[src/rtl/game_pkg.sv]
// -----------------------------------------------------------------------------
// game_pkg
// Shared definitions for the race game drawing path: screen geometry, the
// coordinate and colour widths of the 160x120 VGA adapter, the colour
// constants, and the state encoding of the box plotter FSM.
// No ports (package).
// -----------------------------------------------------------------------------
package game_pkg;

    localparam int SCREEN_W = 160;
    localparam int SCREEN_H = 120;

    localparam int X_W      = 8;
    localparam int Y_W      = 7;
    localparam int COLOUR_W = 3;

    localparam logic [COLOUR_W-1:0] RED   = 3'b100;
    localparam logic [COLOUR_W-1:0] BLUE  = 3'b001;
    localparam logic [COLOUR_W-1:0] BLACK = 3'b000;

    typedef enum logic [1:0] {
        IDLE = 2'd0,
        DRAW = 2'd1,
        DONE = 2'd2
    } plot_state_t;

endpackage

[src/rtl/rr_arbiter2.sv]
// -----------------------------------------------------------------------------
// rr_arbiter2
// Two-way round-robin arbiter. The grant is combinational from the request
// lines; the fairness history (last_grant) only advances when the consumer
// actually takes the grant, so a grant offered while the consumer is busy
// does not disturb the rotation.
//
// Ports:
//   clk     in   system clock
//   resetn  in   synchronous active-low reset (last_grant -> 1)
//   req     in   [1:0] request lines, bit i = player i
//   accept  in   consumer takes the current grant this cycle
//   grant   out  [1:0] one-hot grant (all zero when nobody requests)
// -----------------------------------------------------------------------------
module rr_arbiter2 (
    input  logic       clk,
    input  logic       resetn,
    input  logic [1:0] req,
    input  logic       accept,
    output logic [1:0] grant
);

    // Index of the player granted most recently. Resetting to 1 means
    // player 0 wins the very first tie.
    logic last_grant;

    always_comb begin
        grant = 2'b00;
        if (req[0] && req[1]) begin
            // Tie: hand the grant to whoever did not get it last time.
            grant = last_grant ? 2'b01 : 2'b10;
        end else begin
            grant = req;
        end
    end

    always_ff @(posedge clk) begin
        if (!resetn) begin
            last_grant <= 1'b1;
        end else if (accept && (grant != 2'b00)) begin
            last_grant <= grant[1];
        end
    end

endmodule

[src/rtl/box_plotter.sv]
// -----------------------------------------------------------------------------
// box_plotter
// Drawing stage between the two per-player race FSMs and the 160x120 VGA
// adapter. Takes box requests from two players, picks one round-robin, and
// rasterises a BOX_W x BOX_H box at one pixel per cycle. Only one box is on
// the pixel port at a time. Pixels falling off the right or bottom edge of
// the screen are suppressed but still take their cycle.
//
// Build option: BOX_PLOTTER_OUTLINE_EN
//   defined   -> only the border pixels of the box are plotted
//   undefined -> solid fill
//
// Parameters:
//   BOX_W  box width  in pixels (1..16)
//   BOX_H  box height in pixels (1..16)
//
// Ports:
//   clk, resetn                 clock, synchronous active-low reset
//   p0_req/x/y/colour, p0_ack   player 0 request channel
//   p1_req/x/y/colour, p1_ack   player 1 request channel
//   vga_x, vga_y, vga_colour    pixel to the adapter
//   vga_plot                    adapter write enable
//   busy                        high in any state other than IDLE
//   done                        one-cycle pulse when a box finishes
//   dbg_state                   current FSM state (plot_state_t encoding)
//
// Request handshake: pN_req is a level that the player holds, together with
// stable x/y/colour, until it sees pN_ack. pN_ack is a one-cycle pulse on the
// cycle after the request was captured; the captured coordinates are private
// to this block from then on, so the player may change them or drop req.
// A req still high after its ack counts as a new request.
//
// All outputs are registered: the output process computes the value each
// output will carry after the coming clock edge.
// -----------------------------------------------------------------------------
module box_plotter
    import game_pkg::*;
#(
    parameter int BOX_W = 4,
    parameter int BOX_H = 4
) (
    input  logic                clk,
    input  logic                resetn,
    input  logic                p0_req,
    input  logic [X_W-1:0]      p0_x,
    input  logic [Y_W-1:0]      p0_y,
    input  logic [COLOUR_W-1:0] p0_colour,
    output logic                p0_ack,
    input  logic                p1_req,
    input  logic [X_W-1:0]      p1_x,
    input  logic [Y_W-1:0]      p1_y,
    input  logic [COLOUR_W-1:0] p1_colour,
    output logic                p1_ack,
    output logic [X_W-1:0]      vga_x,
    output logic [Y_W-1:0]      vga_y,
    output logic [COLOUR_W-1:0] vga_colour,
    output logic                vga_plot,
    output logic                busy,
    output logic                done,
    output logic [1:0]          dbg_state
);

    // Offsets are always 4 bits wide so BOX_W/BOX_H = 1 still elaborate.
    localparam logic [3:0] DX_LAST = 4'(BOX_W - 1);
    localparam logic [3:0] DY_LAST = 4'(BOX_H - 1);

    localparam logic [X_W:0] X_MAX = (X_W + 1)'(SCREEN_W - 1);
    localparam logic [Y_W:0] Y_MAX = (Y_W + 1)'(SCREEN_H - 1);

    plot_state_t state, state_next;

    logic [X_W-1:0]      bx;
    logic [Y_W-1:0]      by;
    logic [COLOUR_W-1:0] bc;
    logic [3:0]          dx;
    logic [3:0]          dy;

    logic [1:0] grant;
    logic       accept;
    logic       last_px;

    // One bit wider than the coordinate so the off-screen test sees the carry.
    logic [X_W:0] sum_x;
    logic [Y_W:0] sum_y;
    logic         in_screen;
    logic         on_border;

    // Next-cycle output values.
    logic                p0_ack_n, p1_ack_n;
    logic [X_W-1:0]      vga_x_n;
    logic [Y_W-1:0]      vga_y_n;
    logic [COLOUR_W-1:0] vga_colour_n;
    logic                vga_plot_n, busy_n, done_n;

    // -------------------------------------------------------------------------
    // Arbitration
    // -------------------------------------------------------------------------
    rr_arbiter2 u_arb (
        .clk    (clk),
        .resetn (resetn),
        .req    ({p1_req, p0_req}),
        .accept (accept),
        .grant  (grant)
    );

    assign accept = (state == IDLE) && (grant != 2'b00);

    // -------------------------------------------------------------------------
    // Raster position and clipping
    // -------------------------------------------------------------------------
    assign last_px   = (dx == DX_LAST) && (dy == DY_LAST);
    assign sum_x     = {1'b0, bx} + {{(X_W - 3){1'b0}}, dx};
    assign sum_y     = {1'b0, by} + {{(Y_W - 3){1'b0}}, dy};
    assign in_screen = (sum_x <= X_MAX) && (sum_y <= Y_MAX);

`ifdef BOX_PLOTTER_OUTLINE_EN
    assign on_border = (dx == 4'd0) || (dx == DX_LAST) ||
                       (dy == 4'd0) || (dy == DY_LAST);
`else
    assign on_border = 1'b1;
`endif

    // -------------------------------------------------------------------------
    // FSM: state register
    // -------------------------------------------------------------------------
    always_ff @(posedge clk) begin
        if (!resetn) begin
            state <= IDLE;
        end else begin
            state <= state_next;
        end
    end

    // -------------------------------------------------------------------------
    // FSM: next state
    // -------------------------------------------------------------------------
    always_comb begin
        state_next = state;
        case (state)
            IDLE:    if (accept)  state_next = DRAW;
            DRAW:    if (last_px) state_next = DONE;
            DONE:    state_next = IDLE;
            default: state_next = IDLE;
        endcase
    end

    // -------------------------------------------------------------------------
    // FSM: outputs (values presented after the coming edge)
    // -------------------------------------------------------------------------
    always_comb begin
        p0_ack_n     = 1'b0;
        p1_ack_n     = 1'b0;
        vga_x_n      = '0;
        vga_y_n      = '0;
        vga_colour_n = '0;
        vga_plot_n   = 1'b0;
        busy_n       = 1'b0;
        done_n       = 1'b0;
        case (state)
            IDLE: begin
                p0_ack_n = accept && grant[0];
                p1_ack_n = accept && grant[1];
                busy_n   = accept;
            end
            DRAW: begin
                vga_x_n      = sum_x[X_W-1:0];
                vga_y_n      = sum_y[Y_W-1:0];
                vga_colour_n = bc;
                vga_plot_n   = in_screen && on_border;
                busy_n       = 1'b1;
            end
            DONE: begin
                // busy stays high through the done cycle; it drops one edge
                // later, on the first IDLE edge.
                done_n = 1'b1;
                busy_n = 1'b1;
            end
            default: ;
        endcase
    end

    always_ff @(posedge clk) begin
        if (!resetn) begin
            p0_ack     <= 1'b0;
            p1_ack     <= 1'b0;
            vga_x      <= '0;
            vga_y      <= '0;
            vga_colour <= '0;
            vga_plot   <= 1'b0;
            busy       <= 1'b0;
            done       <= 1'b0;
        end else begin
            p0_ack     <= p0_ack_n;
            p1_ack     <= p1_ack_n;
            vga_x      <= vga_x_n;
            vga_y      <= vga_y_n;
            vga_colour <= vga_colour_n;
            vga_plot   <= vga_plot_n;
            busy       <= busy_n;
            done       <= done_n;
        end
    end

    assign dbg_state = state;

    // -------------------------------------------------------------------------
    // Box registers and raster counters
    // -------------------------------------------------------------------------
    always_ff @(posedge clk) begin
        if (!resetn) begin
            bx <= '0;
            by <= '0;
            bc <= '0;
            dx <= '0;
            dy <= '0;
        end else if (accept) begin
            bx <= grant[1] ? p1_x      : p0_x;
            by <= grant[1] ? p1_y      : p0_y;
            bc <= grant[1] ? p1_colour : p0_colour;
            dx <= '0;
            dy <= '0;
        end else if (state == DRAW) begin
            if (dx == DX_LAST) begin
                dx <= '0;
                dy <= dy + 4'd1;
            end else begin
                dx <= dx + 4'd1;
            end
        end
    end

endmodule

[config.mk]
export PLATFORM = sky130hd
export DESIGN_NAME = box_plotter
export DESIGN_NICKNAME = d
export VERILOG_FILES = /design/src/rtl/game_pkg.sv /design/src/rtl/rr_arbiter2.sv /design/src/rtl/box_plotter.sv
export SDC_FILE = /design/constraint.sdc
export NUM_CORES = 1
export LEC_CHECK = 0
export BUFFER_PORTS_ARGS = -buffer_cell sky130_fd_sc_hd__buf_2
export CAP_MARGIN = 20
export CORE_MARGIN = 3
export CORE_UTILIZATION = 52
export CTS_CLUSTER_DIAMETER = 80
export DETAILED_ROUTE_END_ITERATION = 10
export PLACE_DENSITY_LB_ADDON = 0.08
export SLEW_MARGIN = 25
export SYNTH_ARGS = -nofsm -noshare
export SYNTH_HDL_FRONTEND = slang
export SYNTH_SLANG_ARGS = --single-unit
[constraint.sdc]
create_clock -name clk -period 2.09 [get_ports clk]
set_input_delay 0.209 -clock clk [delete_from_list [all_inputs] [get_ports clk]]
set_output_delay 0.209 -clock clk [all_outputs]
set_load 0.03 [all_outputs]
==> results.py <==
metrics = {
    "run_status": {
        "outcome": "complete, no violations",
    },
    "yosys": {
        "seq_area_frac_synth_pct": 41.9,
        "yosysUniqueCellTypes": 48,
        "synth_top_flop_cell": "dfxtp_1",
        "synth_top_area_share_pct": 41.9,
        "yosys_warnings": 0,
        "synth_edf_count": 0,
        "syn_inst": 250,
        "syn_nets": 306,
        "ys_seq_elements": 52,
        "ys_top_cells_by_area": "dfxtp_1, mux2i_1, o211a_1, ha_1, nand2_1",
        "synth.top_cells.by_count": "dfxtp_1, nand2_1, mux2i_1, o211a_1, nor2_1",
        "synth_top_cell_by_area": "dfxtp_1",
        "syn-cell-area_sq_mm": 0.00248,
        "avgSynthCellArea_sq_um": 9.93,
        "post-synth-top-count-cell": "dfxtp_1",
        "synthArstFlopShare_pct": 0,
    },
    "layout": {
        "syn2layout_area_growth_pct": 18.4,
        "drive_gt1_share_pct": 27.1,
        "finalNetCount": 369,
        "post-route-util_pct": 65.7,
        "diodes": 0,
        "final_cells": 366,
    },
    "routing": {
        "wire_per_inst_microns": 13.7,
        "drt-initial-drc-count": 65,
        "via_count": 2025,
        "post_drt_via_cell_ratio": 5.53,
        "routed_wl_microns": 5030,
        "dr.pass1.iters": 4,
        "drcViolationCount": 0,
        "ant_nets": 0,
    },
    "clock_tree": {
        "cts.clk_slew.worst_paths_ps": 90,
        "h-tree-depth": 2,
        "post-cts-setup-buffers": 0,
        "numCtsBuffers": 5,
        "root_buffer": "clkbuf_8",
        "tritoncts": "yes",
        "clockBufferDepth": 2,
        "postCtsHoldBufs": 0,
        "cts_resized": 0,
        "clk_latency_ps": 310,
        "clock-sinks": 52,
    },
    "timing": {
        "tns_ps": 0,
        "slew_viol_final": 0,
        "max_freq_mhz": 545,
        "hold_viol_final": 0,
        "setup_viol": 0,
        "fin_crit_sh_pct": 87.8,
        "worst_pin_slew_ps": 382,
        "rsz0062_at_grt": "false",
        "finClkSkew_ps": 4.55,
        "relSlewSlack_pct": 74.4,
        "min_period_ps": 1830,
    },
    "worst_setup_path": {
        "startpoint": "dx[0]",
        "critPathKind": "reg2reg",
        "end_kind": "flip-flop",
        "cp_max_fo": 4,
        "r2r-start": "dx[0]",
        "startpoint_type": "flip-flop",
        "cp.required_ps": 2320,
        "cp.arrival_ps": 2070,
    },
    "placed_design": {
        "dp.final_hpwl_microns": 3770,
        "place_inst": 358,
        "port_buffers": 64,
        "place_congestion": 0.793,
    },
    "hold_path": {
        "min-delay-start": "p1_req",
        "hp-class": "in2reg",
    },
    "global_route": {
        "gr-total-overflow": 0,
        "grt.total_usage_pct": 19.0,
        "grt_max_degree": 24,
        "grt_pass1_wl_microns": 8250,
        "antenna_found_initial": 0,
        "grt_pass1_vias": 1892,
    },
    "floorplanning": {
        "die-area_sq_mm": 0.00564,
        "initial_core_util_pct": 55.5,
        "io_pins": 65,
        "rows": 24,
        "die_w_microns": 75.1,
        "core_sq_mm": 0.00447,
        "die_h_microns": 75.1,
    },
    "power": {
        "power_leakage_nw": 1.50,
        "pwr_density_cell_mw_per_mm2": 818,
        "vdd_drop_max_v": 0.000487,
    },
    "job": {
        "maxCapViolations": 0,
    },
}
power breakdown:
part / leakage, nW / internal [mW] / switching, mW
Combinational: 1.03 / 0.263 / 0.354
Sequential: 0.426 / 1.10 / 0.0862
Clock: 0.0455 / 0.271 / 0.331
Total: 1.50 / 1.64 / 0.771
sequential cells by signal (all words and copies together), names as in the netlist:
name / count
vga_plot: 1
dbg_state: 2
vga_y: 7
dy: 4
busy: 1
bx: 8
by: 7
u_arb.last_grant: 1
p1_ack: 1
dx: 4
bc: 3
p0_ack: 1
vga_x: 8
done: 1
vga_colour: 3
area by class of cell:
cell class | instances | area (sq um)
Inverter | 6 | 22.5
Clock buffer | 8 | 90.1
Fill cell | 389 | 1530
Tap cell | 52 | 65.1
Multi-Input combinational cell | 177 | 1350
Timing Repair Buffer | 71 | 373
Sequential cell | 52 | 1040
stage by stage:
step	total power, mW	hold WS (ps)	setup slack (ps)	cell area (sq um)
5_1_grt	2.54	98.0	109	2940
3_5_place_dp	1.83	435	270	2850
2_1_floorplan	1.66	301	367	2480
3_3_place_gp	1.81	443	306	2850
6_report	2.41	107	255	2940
4_1_cts	2.42	97.5	255	2940
final timing paths:
check             slack [ps]       end  cells past startpoint
setup / recovery         260  vga_plot                      6
hold / removal           110    p0_ack                      2
setup reg to reg         260  vga_plot                      6
hold reg to reg          500     bc[2]                      1
worst max-delay path: stages (launching register included):
cell	delay (ps)
dfxtp_1	360
ha_1	230
fa_1	410
nand3_1	160
a41oi_1	130
a311o_1	350
nor4_2	120
cells in the final DEF (no fill, tap or decap), types with 2 or more instances in the layout:
cell / count
a211oi_1: 3
a21oi_1: 10
and3_1: 8
buf_2: 64
buf_4: 7
clkbuf_1: 2
clkbuf_8: 6
dfxtp_1: 52
fa_1: 2
ha_1: 14
inv_1: 6
mux2i_1: 20
nand2_1: 26
nand2b_1: 2
nand3_1: 5
nand4_1: 2
nand4bb_1: 2
nor2_1: 16
nor3_1: 2
nor3b_1: 3
o211a_1: 19
o21ai_0: 5
o21ai_1: 2
or3_1: 3
xnor2_1: 8
xor2_1: 2
cells by family (layout without fill, tap and decap cells):
| logic type | after synthesis | count (layout) | share of synthesized area [%] |
|---|---|---|---|
| and+or+nand+nor | 76 | 76 | 15.9 |
| muxes | 20 | 20 | 8.06 |
| adders and majority gates | 16 | 16 | 8.67 |
| AOI/OAI and AO/OA | 55 | 55 | 18.1 |
| xor gates and xnor gates | 10 | 10 | 3.53 |
| buffers and inverters | 21 | 85 | 3.73 |
| DFF | 52 | 52 | 41.9 |
routing by layer:
metal	wire [microns]	global-route usage, %
met1	2380	24.0
met2	2340	31.1
met3	219	4.81
met4	88	7.11
met5	0	0
(Power assumes the default switching activity.)
